===== src/rtl/keypad_scanner_pkg.sv =====
// Shared definitions for the keypad scanner and the movement controller.
package keypad_scanner_pkg;

    localparam int unsigned ROWS   = 4;
    localparam int unsigned COLS   = 4;
    localparam int unsigned ROW_W  = 2;
    localparam int unsigned COL_W  = 2;
    localparam int unsigned CODE_W = 4;

    // Scanner FSM states
    typedef enum logic [1:0] {
        ST_SCAN      = 2'd0,
        ST_DEB_PRESS = 2'd1,
        ST_HELD      = 2'd2,
        ST_DEB_REL   = 2'd3
    } kp_state_e;

    // Position of a closed key in the matrix; {row, col} doubles as the map index
    typedef struct packed {
        logic [ROW_W-1:0] row;
        logic [COL_W-1:0] col;
    } key_pos_t;

    // Row/column to hex code map, nibble index = {row, col}
    //   r0: 1 2 3 A   r1: 4 5 6 B   r2: 7 8 9 C   r3: *(E) 0 #(F) D
    localparam logic [ROWS*COLS*CODE_W-1:0] KEY_MAP = 64'hDF0E_C987_B654_A321;

    // Movement key codes shared with the movement controller
    localparam logic [CODE_W-1:0] KEY_UP    = 4'h2;
    localparam logic [CODE_W-1:0] KEY_LEFT  = 4'h4;
    localparam logic [CODE_W-1:0] KEY_RIGHT = 4'h6;
    localparam logic [CODE_W-1:0] KEY_DOWN  = 4'h8;

    // Hex code of the key at a matrix position
    function automatic logic [CODE_W-1:0] key_lookup(input key_pos_t pos);
        logic [5:0] base;
        base = {pos, 2'b00};
        return KEY_MAP[base +: CODE_W];
    endfunction

    // Lowest-numbered row that is pulled low (rows are active-low)
    function automatic logic [ROW_W-1:0] lowest_low_row(input logic [ROWS-1:0] rows_n);
        logic [ROW_W-1:0] r;
        if (!rows_n[0])      r = 2'd0;
        else if (!rows_n[1]) r = 2'd1;
        else if (!rows_n[2]) r = 2'd2;
        else                 r = 2'd3;
        return r;
    endfunction

    // Active-low one-hot drive pattern for a column index
    function automatic logic [COLS-1:0] col_drive(input logic [COL_W-1:0] idx);
        return ~(4'b0001 << idx);
    endfunction

endpackage


===== src/rtl/keypad_sync.sv =====
// Two-flop synchronizer; flops reset to all-ones to match pulled-up idle lines.
module keypad_sync #(
    parameter int unsigned WIDTH = 4
) (
    input  logic             clk_i,
    input  logic             rst_ni,
    input  logic [WIDTH-1:0] d_i,
    output logic [WIDTH-1:0] q_o
);

    logic [WIDTH-1:0] meta_q;
    logic [WIDTH-1:0] sync_q;

    // Metastability stage followed by the stable output stage
    always_ff @(posedge clk_i or negedge rst_ni) begin
        if (!rst_ni) begin
            meta_q <= '1;
            sync_q <= '1;
        end else begin
            meta_q <= d_i;
            sync_q <= meta_q;
        end
    end

    assign q_o = sync_q;

endmodule


===== src/rtl/keypad_scanner.sv =====
// 4x4 active-low matrix keypad scanner with press/release debounce and a
// single-cycle strobe per accepted press.
module keypad_scanner
    import keypad_scanner_pkg::*;
#(
    parameter int unsigned SCAN_DIV        = 50000,
    parameter int unsigned DEBOUNCE_CYCLES = 1000000
) (
    input  logic              clk_50MHz_i,
    input  logic              rst_async_la_i,
    input  logic [ROWS-1:0]   row_i,
    output logic [COLS-1:0]   col_o,
    output logic [CODE_W-1:0] key_code_o,
    output logic              key_valid_o,
    output logic              key_down_o
);

    localparam int unsigned DWELL_W = $clog2(SCAN_DIV);
    localparam int unsigned DEB_W   = $clog2(DEBOUNCE_CYCLES);

    localparam logic [DWELL_W-1:0] DWELL_LAST = DWELL_W'(SCAN_DIV - 1);
    localparam logic [DEB_W-1:0]   DEB_LAST   = DEB_W'(DEBOUNCE_CYCLES - 1);

    logic [ROWS-1:0]   row_s;

    kp_state_e         state_q, state_d;
    logic [DWELL_W-1:0] dwell_q, dwell_d;
    logic [DEB_W-1:0]  deb_q, deb_d;
    key_pos_t          pos_q, pos_d;
    logic [COLS-1:0]   col_q, col_d;
    logic [CODE_W-1:0] code_q, code_d;
    logic              valid_q, valid_d;
    logic              down_q, down_d;

    logic              dwell_last_c;
    logic              deb_last_c;
    logic              any_low_c;
    logic              lat_high_c;

    keypad_sync #(
        .WIDTH (ROWS)
    ) u_sync (
        .clk_i  (clk_50MHz_i),
        .rst_ni (rst_async_la_i),
        .d_i    (row_i),
        .q_o    (row_s)
    );

    // Conditions shared by the next-state and datapath logic
    assign dwell_last_c = (dwell_q == DWELL_LAST);
    assign deb_last_c   = (deb_q == DEB_LAST);
    assign any_low_c    = ~(&row_s);
    assign lat_high_c   = row_s[pos_q.row];

    // FSM state register
    always_ff @(posedge clk_50MHz_i or negedge rst_async_la_i) begin
        if (!rst_async_la_i) begin
            state_q <= ST_SCAN;
        end else begin
            state_q <= state_d;
        end
    end

    // Next-state logic
    always_comb begin
        state_d = state_q;
        unique case (state_q)
            ST_SCAN: begin
                if (dwell_last_c && any_low_c) begin
                    state_d = ST_DEB_PRESS;
                end
            end
            ST_DEB_PRESS: begin
                if (lat_high_c) begin
                    state_d = ST_SCAN;
                end else if (deb_last_c) begin
                    state_d = ST_HELD;
                end
            end
            ST_HELD: begin
                if (lat_high_c) begin
                    state_d = ST_DEB_REL;
                end
            end
            ST_DEB_REL: begin
                if (lat_high_c && deb_last_c) begin
                    state_d = ST_SCAN;
                end
            end
            default: state_d = ST_SCAN;
        endcase
    end

    // Counter, latch and output next values; column stays frozen outside SCAN
    always_comb begin
        dwell_d = dwell_q;
        deb_d   = deb_q;
        pos_d   = pos_q;
        code_d  = code_q;
        valid_d = 1'b0;

        unique case (state_q)
            ST_SCAN: begin
                deb_d = '0;
                if (dwell_last_c) begin
                    dwell_d = '0;
                    if (any_low_c) begin
                        pos_d.row = lowest_low_row(row_s);
                    end else begin
                        pos_d.col = pos_q.col + 2'd1;
                    end
                end else begin
                    dwell_d = dwell_q + DWELL_W'(1);
                end
            end
            ST_DEB_PRESS: begin
                if (lat_high_c) begin
                    pos_d.col = pos_q.col + 2'd1;
                end else if (deb_last_c) begin
                    code_d  = key_lookup(pos_q);
                    valid_d = 1'b1;
                end else begin
                    deb_d = deb_q + DEB_W'(1);
                end
            end
            ST_HELD: begin
                deb_d = '0;
            end
            ST_DEB_REL: begin
                if (!lat_high_c) begin
                    deb_d = '0;
                end else if (deb_last_c) begin
                    pos_d.col = pos_q.col + 2'd1;
                end else begin
                    deb_d = deb_q + DEB_W'(1);
                end
            end
            default: begin
                dwell_d = '0;
                deb_d   = '0;
            end
        endcase

        // Every state starts with fresh counters
        if (state_d != state_q) begin
            dwell_d = '0;
            deb_d   = '0;
        end

        col_d  = col_drive(pos_d.col);
        down_d = (state_d == ST_HELD) || (state_d == ST_DEB_REL);
    end

    // Datapath and output registers
    always_ff @(posedge clk_50MHz_i or negedge rst_async_la_i) begin
        if (!rst_async_la_i) begin
            dwell_q <= '0;
            deb_q   <= '0;
            pos_q   <= '0;
            col_q   <= 4'b1110;
            code_q  <= 4'h0;
            valid_q <= 1'b0;
            down_q  <= 1'b0;
        end else begin
            dwell_q <= dwell_d;
            deb_q   <= deb_d;
            pos_q   <= pos_d;
            col_q   <= col_d;
            code_q  <= code_d;
            valid_q <= valid_d;
            down_q  <= down_d;
        end
    end

    assign col_o       = col_q;
    assign key_code_o  = code_q;
    assign key_valid_o = valid_q;
    assign key_down_o  = down_q;

endmodule


===== config.mk =====
export PLATFORM = sky130hd
export DESIGN_NAME = keypad_scanner
export DESIGN_NICKNAME = d
export VERILOG_FILES = /design/src/rtl/keypad_scanner_pkg.sv /design/src/rtl/keypad_sync.sv /design/src/rtl/keypad_scanner.sv
export SDC_FILE = /design/constraint.sdc
export NUM_CORES = 1
export LEC_CHECK = 0
export CAP_MARGIN = 20
export CORE_MARGIN = 2
export CORE_UTILIZATION = 45
export DETAILED_ROUTE_END_ITERATION = 16
export PLACE_DENSITY = 0.68
export SLEW_MARGIN = 0
export SYNTH_ARGS = -nofsm -noshare
export SYNTH_HDL_FRONTEND = slang
export SYNTH_SLANG_ARGS = --single-unit

===== constraint.sdc =====
create_clock -name clk_50MHz_i -period 2.6 [get_ports clk_50MHz_i]
set_input_delay 0.65 -clock clk_50MHz_i [delete_from_list [all_inputs] [get_ports clk_50MHz_i]]
set_output_delay 0.65 -clock clk_50MHz_i [all_outputs]
set_load 0.02 [all_outputs]

==> results.sh, run 1 <==
export IMPL_setup_tns_ns=0
export IMPL_die_y_um=88.0
export IMPL_p_per_area_mw_per_mm2=611
export IMPL_rsz0062_at_grt="no"
export IMPL_fillerInstances=601
export IMPL_io_pin_count=16
export IMPL_synthMuxAreaShare_pct=3.04
export IMPL_busiest_layer="met2"
export IMPL_ys_flop_type="dfrtp_1"
export IMPL_drc=0
export IMPL_synth_area_mm2=0.00317
export IMPL_regArea_mm2=0.00152
export IMPL_endpoint_kind="flop"
export IMPL_p_int_mw=1.65
export IMPL_power_share_clock_pct=37.7
export IMPL_start_util_pct=46.7
export IMPL_synth_compound_area_share_pct=12.7
export IMPL_hold_viol=0
export IMPL_worstSkewPairLatency_ns=0.34
export IMPL_min_path_cells=0
export IMPL_syn_num_nets=330
export IMPL_maxCapViolations=0
export IMPL_die_area_mm2=0.00774
export IMPL_synth_xor_area_share_pct=6.35
export IMPL_grt_usage_pct=18.8
export IMPL_crit_type="flop to flop"
export IMPL_yosysTopAreaCell="dfrtp_1"
export IMPL_seqPwrFrac_pct=47.4
export IMPL_final_common_cell="dfrtp_1"
export IMPL_async_flop_share_pct=100
export IMPL_rows=30
export IMPL_slew_headroom_pct=49.7
export IMPL_portBuffers=15
export IMPL_yosys_register_bits=60
export IMPL_ys_seq_area_share_pct=47.8
export IMPL_grt_use_met1_pct=25.3
export IMPL_layout_cells_most_common_list="dfrtp_1 (49), nand2_1 (26), a21oi_1 (26)"
export IMPL_switching_share_pct=26.2
export IMPL_viasPerCell=5.52
export IMPL_fin_crit_sh_pct=96.4
export IMPL_grt_pass1_wl_mm=11.1
export IMPL_finalCriticalPeriod_ns=2.51
export IMPL_grt_start_max_net_pins=61
export IMPL_cp_start_kind="flop"
export IMPL_core_area_mm2=0.00679
export IMPL_netlist_top_cells_area="dfrtp_1 (39%), dfstp_2 (9.1%), a21oi_1 (4.1%)"
export IMPL_gp_congestion=0.805
export IMPL_htree_num_levels=3
export IMPL_routedWlPerCell_um=14.6
export IMPL_synth_edf_count=0
export IMPL_nets=357
export IMPL_holdBufCountCts=0
export IMPL_synth_fa_ha_area_share_pct=3.47
export IMPL_grt_overflow=0
export IMPL_clockRootBuffer="clkbuf_8"
export IMPL_finClkSkew_ns=0.00852
export IMPL_synth_simple_area_share_pct=23.4
export IMPL_fin_util_pct=53.9
export IMPL_routed_wl_mm=6.47
export IMPL_syn_area_per_cell_um2=10.0
export IMPL_drt_initial_drc_count=140
export IMPL_combPwrFrac_pct=14.9
export IMPL_max_freq_ghz=0.399
export IMPL_grt_pass1_vias=2329
export IMPL_peakVddDrop_uv=259
export IMPL_synth_top_area_share_pct=38.6
export IMPL_critical_path_required_ns=2.87
export IMPL_drtAntennaViolNets=0
export IMPL_ys_types=57
export IMPL_num_vias=2451
export IMPL_p_total_mw=2.24
export IMPL_syn_inst=316
export IMPL_antenna_found_initial=0
export IMPL_p_sw_uw=587
export IMPL_fin_hold_ws_ns=0.356
export IMPL_worst_slew_pin_slew_ns=0.754
export IMPL_drt_pass1_iter_count=4
export IMPL_die_x_um=88.0
export IMPL_arrival_ns=2.77
export IMPL_setup_violations=0
export IMPL_num_antenna_cells=0
export IMPL_reg2regPathDepth=5
export IMPL_use_met2_pct=28.2
export IMPL_dpl_hpwl_mm=4.35
export IMPL_post_cts_buffers=0
export IMPL_area_delta_synth_final_pct=15.3
export IMPL_cellLeakagePower_nw=1.50
export IMPL_cts_path_max_buffers=2
export IMPL_clkSinkCount=60
export IMPL_synth_top_family_by_area="simple AND/OR/NAND/NOR gates"
export IMPL_cts_tree="done"
export IMPL_cts_clk_slew_worst_paths_ns=0.06
export IMPL_min_path_type="flop to flop"
export IMPL_numCtsBuffers=9
export IMPL_slew_viol_final=0
export IMPL_multiInputGateArea_mm2=0.00155
export IMPL_worstPathMaxFanout=6
export IMPL_drive_gt1_share_pct=15.2
export IMPL_yosys_warnings=0
export IMPL_gr_usage_met3_pct=6.13
export IMPL_dpl_instance_area_mm2=0.00346
export IMPL_finalInstanceArea_mm2=0.00366
export IMPL_outcome="finished, final reports clean"
flip-flops by register name, summed over array words and instances (netlist names):
signal	count
deb_q	20
dwell_q	16
col_o	4
key_code_o	4
pos_q	4
u_sync.meta_q	4
u_sync.q_o	4
state_q	2
key_down_o	1
key_valid_o	1
power by group through the flow:
stage / sequential (mW) / clock [mW] / combinational (mW)
global route: 1.07 / 0.903 / 0.382
detailed placement: 1.08 / 0 / 0.337
finish: 1.06 / 0.843 / 0.333
global placement: 1.08 / 0 / 0.330
floorplan: 1.10 / 0 / 0.190
CTS: 1.06 / 0.860 / 0.337
routing by layer:
| layer | wire length, um | vias to the layer above |
|---|---|---|
| met5 | 0 | - |
| met2 | 3070 | 34 |
| met4 | 80 | 0 |
| met3 | 199 | 8 |
| met1 | 3130 | 1201 |
| li1 | - | 1208 |
logic make-up after synthesis:
logic type / after synthesis
flops: 60
fa+ha+maj: 9
buf+inv: 20
simple gates: 130
xor+xnor: 23
mux: 8
compound gates: 66
critical path: stages (launching register included):
cell and delay [ns]:
dfrtp_1 0.42, or4b_1 0.57, or3_4 0.42, o31a_1 0.31, or3_4 0.42, a211o_1 0.30
timing repair:
| action | in CTS | in global routing |
|---|---|---|
| resized for setup | 0 | 1 |
| endpoints found under the hold margin | 0 | 0 |
| setup endpoints to repair | 0 | 1 |
path summary, 6_finish.rpt:
path | to | slack [ns] | from
max | col_o[2] | 0.09 | dwell_q[12]
min | u_sync.q_o[3] | 0.36 | u_sync.meta_q[3]
max reg2reg | col_o[2] | 0.09 | dwell_q[12]
min reg2reg | u_sync.q_o[3] | 0.36 | u_sync.meta_q[3]
max in group asynchronous | deb_q[18] | 1.63 | rst_async_la_i
min in group asynchronous | deb_q[3] | 0.45 | rst_async_la_i
cell usage after synthesis (3+ instances only):
library cell and n:
nand3_1 12, or4b_1 3, nor4_1 3, mux2i_1 4, o21ai_0 17, and4_1 6
xor2_1 13, inv_1 8, and3_1 5, nand4_1 13, ha_1 8, xnor2_1 10
a21oi_1 26, nand2_1 26, clkbuf_1 8, nor2_1 20, dfrtp_1 49, dfstp_2 11
and2_1 4, a31oi_1 3, nor3_1 12, mux2_2 3, or3_1 8, a22oi_1 4
cell type report:
| type | count | area share (%) |
|---|---|---|
| Clock inverter | 2 | 0.957 |
| Sequential cell | 60 | 41.4 |
| Tap cell | 96 | 3.28 |
| Clock buffer | 14 | 4.44 |
| Multi-Input combinational cell | 236 | 42.5 |
| Inverter | 8 | 0.821 |
| Timing Repair Buffer | 28 | 6.63 |
per-stage QoR:
stage / instances / setup WS [ns]
floorplan: 316 / 0.232
global placement: 428 / 0.152
detailed placement: 428 / 0.135
CTS: 444 / 0.126
global route: 444 / 0.0425
finish: 444 / 0.0942
Note: power is estimated with default switching activity, not from simulation.
==> inputs of run 2 (changes only) <==
--- a/config.mk
+++ b/config.mk
@@ -7,9 +7,9 @@
 export LEC_CHECK = 0
 export CAP_MARGIN = 20
 export CORE_MARGIN = 2
-export CORE_UTILIZATION = 45
+export CORE_UTILIZATION = 55
 export DETAILED_ROUTE_END_ITERATION = 16
-export PLACE_DENSITY = 0.68
+export PLACE_DENSITY = 0.79
 export SLEW_MARGIN = 0
 export SYNTH_ARGS = -nofsm -noshare
 export SYNTH_HDL_FRONTEND = slang
==> run 2 against run 1 <==
  * Routed wire length is 0.96% higher
  * Critical path type unchanged
  * Combinational power up 5%
  * Critical path depth unchanged
  * Global-route usage rose by 3.9 points
  * Register-to-register slack hardly changed
  * Largest power group unchanged
  * Critical endpoint unchanged
  * First-iteration DRC count up 9.3%
  * Utilization increased by 13 points
==> results.sh, run 2 (synthesized netlist as in run 1, its figures left out) <==
export IMPL_cts_path_max_buffers=2
export IMPL_slew_headroom_pct=55.7
export IMPL_cp_common_cell="or3_4"
export IMPL_drc=0
export IMPL_highest_layer="met4"
export IMPL_grt_overflow=0
export IMPL_viasPerCell=6.02
export IMPL_fin_cells=419
export IMPL_dpl_hpwl_mm=4.43
export IMPL_drtAntennaViolNets=0
export IMPL_drt_pass1_iter_count=4
export IMPL_endpoint_kind="flop"
export IMPL_area_delta_synth_final_pct=16.6
export IMPL_cellLeakagePower_nw=1.53
export IMPL_routed_wl_mm=6.53
export IMPL_arrival_ns=2.77
export IMPL_largest_register_ffs=20
export IMPL_worstPathMaxFanout=6
export IMPL_drt_met1_wl_mm=3.01
export IMPL_die_x_um=80.0
export IMPL_reg2reg_setup_slack_ns=0.10
export IMPL_p_per_area_mw_per_mm2=664
export IMPL_post_cts_buffers=0
export IMPL_outcome="finished, final reports clean"
export IMPL_finClkSkew_ns=0.00575
export IMPL_critPathMaxStageDelay_ns=0.56
export IMPL_die_y_um=80.0
export IMPL_finalCriticalPeriod_ns=2.50
export IMPL_layout_cells_most_common_list="dfrtp_1 (49), nand2_1 (26), a21oi_1 (26)"
export IMPL_clockRootBuffer="clkbuf_8"
export IMPL_slew_viol_final=0
export IMPL_dpl_instance_area_mm2=0.00345
export IMPL_crit_type="flop to flop"
export IMPL_portBuffers=15
export IMPL_maxCapViolations=0
export IMPL_timing_critical_path_buf_inv=0
export IMPL_final_common_cell="dfrtp_1"
export IMPL_grt_pass1_wl_mm=11.2
export IMPL_peakVddDrop_uv=423
export IMPL_io_pin_count=16
export IMPL_numCtsBuffers=9
export IMPL_critical_path_required_ns=2.87
export IMPL_worst_slew_pin_slew_ns=0.664
export IMPL_dr_wl_met2_mm=3.08
export IMPL_finalInstanceArea_mm2=0.00370
export IMPL_routedWlPerCell_um=15.6
export IMPL_p_total_mw=2.46
export IMPL_cts_resized=0
export IMPL_grt_start_max_net_pins=33
export IMPL_antenna_found_initial=0
export IMPL_slowest_stage="or4b_1"
export IMPL_hold_viol=0
export IMPL_gp_congestion=0.862
export IMPL_core_area_mm2=0.00554
export IMPL_drive_gt1_share_pct=15.9
export IMPL_grt_usage_pct=22.7
export IMPL_cts_clk_slew_worst_paths_ns=0.07
export IMPL_setup_tns_ns=0
export IMPL_reg_top3="deb_q x20, dwell_q x16"
export IMPL_cp_start_kind="flop"
export IMPL_holdBufCountCts=0
export IMPL_start_util_pct=57.3
export IMPL_min_path_type="primary input to asynchronous set/reset pin"
export IMPL_wl_met3_um=313
export IMPL_drt_initial_drc_count=153
export IMPL_worstSkewPairLatency_ns=0.34
export IMPL_htree_num_levels=3
export IMPL_fin_crit_sh_pct=96.1
export IMPL_fin_util_pct=66.8
export IMPL_rsz0062_at_grt="no"
export IMPL_grt_pass1_vias=2505
export IMPL_die_area_mm2=0.00639
export IMPL_cp_top_family="simple AND/OR/NAND/NOR gates"
export IMPL_num_vias=2523
export IMPL_placed_cells=403
export IMPL_rows=27
export IMPL_largest_register="deb_q"
export IMPL_clkSinkCount=60
export IMPL_setup_violations=0
export IMPL_nets=356
export IMPL_worstPathCellList="or4b_1 > or3_4 > o31a_1 > or3_4 > a211o_1"
export IMPL_cts_tree="done"
export IMPL_num_antenna_cells=0
export IMPL_max_freq_ghz=0.400
-- run 2: changes by cell type in the layout (fill, tap and decap cells not counted), sizes merged --
| cell | change |
|---|---|
| clkinv | +1 |
| bufinv | +2 |
| clkbuf | -4 |
| clkinvlp | +1 |
| buf | -1 |
-- run 2: worst register-to-register path, cell delays in order, from the launching register on --
cell     delay (ns)
dfrtp_1        0.42
or4b_1         0.56
or3_4          0.41
o31a_1         0.32
or3_4          0.42
a211o_1        0.30
-- run 2: where the power goes --
group          switching, mW  leakage [nW]  internal [mW]
Combinational          0.197         0.613          0.153
Clock                  0.383         0.122          0.662
Sequential            0.0538         0.789           1.01
Total                  0.634          1.53           1.82
-- run 2: per-stage QoR --
step | hold WS [ns] | setup WS [ns]
after CTS | 0.357 | 0.120
final | 0.339 | 0.100
after global placement | 0.346 | 0.145
after detailed placement | 0.347 | 0.120
after global routing | 0.361 | 0.0166
after floorplan | 0.345 | 0.232
-- run 2: layer usage --
layer	track usage (%)	up-vias
met5	0	-
met4	9.15	0
met3	6.56	14
met2	35.4	70
met1	29.6	1237
li1	-	1202
-- run 2: final cells by class --
cell class	instances	area, um^2
Clock buffer	10	138
Multi-Input combinational cell	236	1550
Timing Repair Buffer	27	260
Fill cell	405	1840
Tap cell	72	90.1
Sequential cell	60	1520
Clock inverter	6	111
Inverter	8	30.0
-- run 2: final timing paths --
check	from	end	cells after the start
max reg2reg	dwell_q[12]	col_o[2]	5
min	rst_async_la_i	pos_q[1]	1
min reg2reg	u_sync.meta_q[0]	u_sync.q_o[0]	0
min in group clk_50MHz_i	u_sync.meta_q[0]	u_sync.q_o[0]	0
max in group asynchronous	rst_async_la_i	u_sync.q_o[1]	2
max	dwell_q[12]	col_o[2]	5
==> inputs of run 3 (changes only) <==
--- a/config.mk
+++ b/config.mk
@@ -7,9 +7,9 @@
 export LEC_CHECK = 0
 export CAP_MARGIN = 20
 export CORE_MARGIN = 2
-export CORE_UTILIZATION = 55
+export CORE_UTILIZATION = 30
 export DETAILED_ROUTE_END_ITERATION = 16
-export PLACE_DENSITY = 0.79
+export PLACE_DENSITY = 0.51
 export SLEW_MARGIN = 0
 export SYNTH_ARGS = -nofsm -noshare
 export SYNTH_HDL_FRONTEND = slang
==> run 3 against run 2 <==
  * Register-to-register slack got worse by 0.04 ns
  * Final cell count increased by 16%
  * Sequential cell count stayed put
  * First-iteration DRC count fell by 16%
  * Via count down 2.5%
  * Combinational power is 3% lower
  * Routed wire length rose by 1.9%
  * Non-clock buffer count rose by 2
  * Die area grew 79%
  * Hold slack worse by 0.033 ns
  * Sequential power hardly changed
  * Critical path type unchanged
  * Critical endpoint unchanged
  * Highest routed layer unchanged
==> results.sh, run 3 (synthesized netlist as in run 1, its figures left out) <==
export IMPL_area_delta_synth_final_pct=18.1
export IMPL_numCtsBuffers=9
export IMPL_min_path_type="primary input to asynchronous set/reset pin"
export IMPL_dpl_hpwl_mm=4.50
export IMPL_p_total_mw=2.27
export IMPL_critical_path_required_ns=2.87
export IMPL_viasPerCell=5.07
export IMPL_reg2regPathDepth=5
export IMPL_cp_start_kind="flop"
export IMPL_setup_ws_ns=0.0640
export IMPL_die_y_um=107
export IMPL_setup_tns_ns=0
export IMPL_switching_share_pct=27.2
export IMPL_p_sw_uw=617
export IMPL_cts_tree="done"
export IMPL_reg_top3="deb_q x20, dwell_q x16"
export IMPL_fillerInstances=1038
export IMPL_worst_slew_pin_slew_ns=0.516
export IMPL_rows=37
export IMPL_slew_viol_final=0
export IMPL_timing_rr_start="dwell_q[12]"
export IMPL_max_freq_ghz=0.394
export IMPL_drtAntennaViolNets=0
export IMPL_drive_gt1_share_pct=16.0
export IMPL_seqPwrFrac_pct=46.6
export IMPL_maxCapViolations=0
export IMPL_crit_type="flop to flop"
export IMPL_p_per_area_mw_per_mm2=605
export IMPL_routed_wl_mm=6.66
export IMPL_hold_viol=0
export IMPL_final_common_cell="dfrtp_1"
export IMPL_drc=0
export IMPL_num_antenna_cells=0
export IMPL_setup_violations=0
export IMPL_cts_resized=0
export IMPL_drt_initial_drc_count=128
export IMPL_grt_overflow=0
export IMPL_arrival_ns=2.81
export IMPL_slew_headroom_pct=65.3
export IMPL_holdBufCountCts=0
export IMPL_grt_start_max_net_pins=61
export IMPL_post_cts_buffers=0
export IMPL_largest_register="deb_q"
export IMPL_grt_pass1_wl_mm=11.6
export IMPL_dpl_worst_slack_ns=0.107
export IMPL_worstSkewPairLatency_ns=0.35
export IMPL_reg2reg_setup_slack_ns=0.06
export IMPL_multiInputGateArea_mm2=0.00155
export IMPL_die_area_mm2=0.0114
export IMPL_clkSinkCount=60
export IMPL_highest_layer="met4"
export IMPL_htree_num_levels=3
export IMPL_dr_wl_met2_mm=3.08
export IMPL_core_area_mm2=0.0103
export IMPL_rsz0062_at_grt="no"
export IMPL_cts_clk_slew_worst_paths_ns=0.08
export IMPL_num_vias=2461
export IMPL_endpoint_kind="flop"
export IMPL_start_util_pct=30.9
export IMPL_finalCriticalPeriod_ns=2.54
export IMPL_fin_crit_sh_pct=97.5
export IMPL_wl_met3_um=140
export IMPL_cellLeakagePower_nw=1.52
export IMPL_drt_met1_wl_mm=3.22
export IMPL_drt_pass1_iter_count=4
export IMPL_p_int_mw=1.65
export IMPL_cts_path_max_buffers=2
export IMPL_clockRootBuffer="clkbuf_8"
export IMPL_outcome="finished, final reports clean"
export IMPL_regArea_mm2=0.00152
export IMPL_portBuffers=15
export IMPL_gp_congestion=0.784
export IMPL_power_share_clock_pct=38.4
export IMPL_layout_cells_most_common_list="dfrtp_1 (49), nand2_1 (26), a21oi_1 (26)"
export IMPL_combPwrFrac_pct=15.0
export IMPL_die_x_um=107
export IMPL_grt_pass1_vias=2381
export IMPL_antenna_found_initial=0
export IMPL_io_pin_count=16
export IMPL_routedWlPerCell_um=13.7
export IMPL_nets=358
export IMPL_r2r_end="col_o[2]"
export IMPL_worstPathMaxFanout=6
export IMPL_peakVddDrop_uv=267
export IMPL_largest_register_ffs=20
export IMPL_grt_usage_pct=13.0
export IMPL_finClkSkew_ns=0.0125
[run 3: area by class of cell]
| type | count | area share [%] |
|---|---|---|
| clock inverter | 4 | 1.27 |
| timing repair buffer | 29 | 7.35 |
| sequential | 60 | 40.4 |
| clock buffer | 12 | 4.14 |
| inverter | 8 | 0.801 |
| multi-input combinational | 236 | 41.5 |
| tap | 136 | 4.54 |
[run 3: worst max-delay path: stages, from the launching register on]
cell and delay [ns]:
dfrtp_1 0.43, or4b_1 0.58, or3_4 0.42, o31a_1 0.31, or3_4 0.41, a211o_1 0.30
[run 3: layer usage]
metal  track usage [%]  vias up
met4              7.98        0
met2              20.7       35
li1                  -     1205
met1              16.3     1205
met3              2.55       16
met5                 0        -
[run 3: power groups by stage]
stage / clock network (mW) / logic [mW] / registers, mW
finish: 0.870 / 0.341 / 1.06
global route: 0.930 / 0.386 / 1.07
CTS: 0.898 / 0.347 / 1.06
detailed placement: 0 / 0.344 / 1.08
global placement: 0 / 0.341 / 1.08
floorplan: 0 / 0.190 / 1.10
[run 3: worst max-delay path by stage]
| stage | start | to | cells past startpoint |
|---|---|---|---|
| final | dwell_q[12] | col_o[2] | 5 |
| after CTS | dwell_q[12] | col_o[2] | 5 |
| after floorplan | dwell_q[5] | col_o[2] | 5 |
| after detailed placement | dwell_q[12] | col_o[2] | 5 |
| after global placement | dwell_q[12] | col_o[2] | 5 |
| after global routing | dwell_q[12] | col_o[2] | 5 |
[run 3: stage by stage]
stage                     util [%]  hold slack [ns]  instances  area [um^2]
final                         36.5            0.306        485         3750
after global routing          36.5            0.336        485         3750
after CTS                     36.5            0.313        485         3750
after detailed placement      34.5            0.347        469         3540
after global placement        34.5            0.346        469         3540
after floorplan                  -            0.345        316         3170
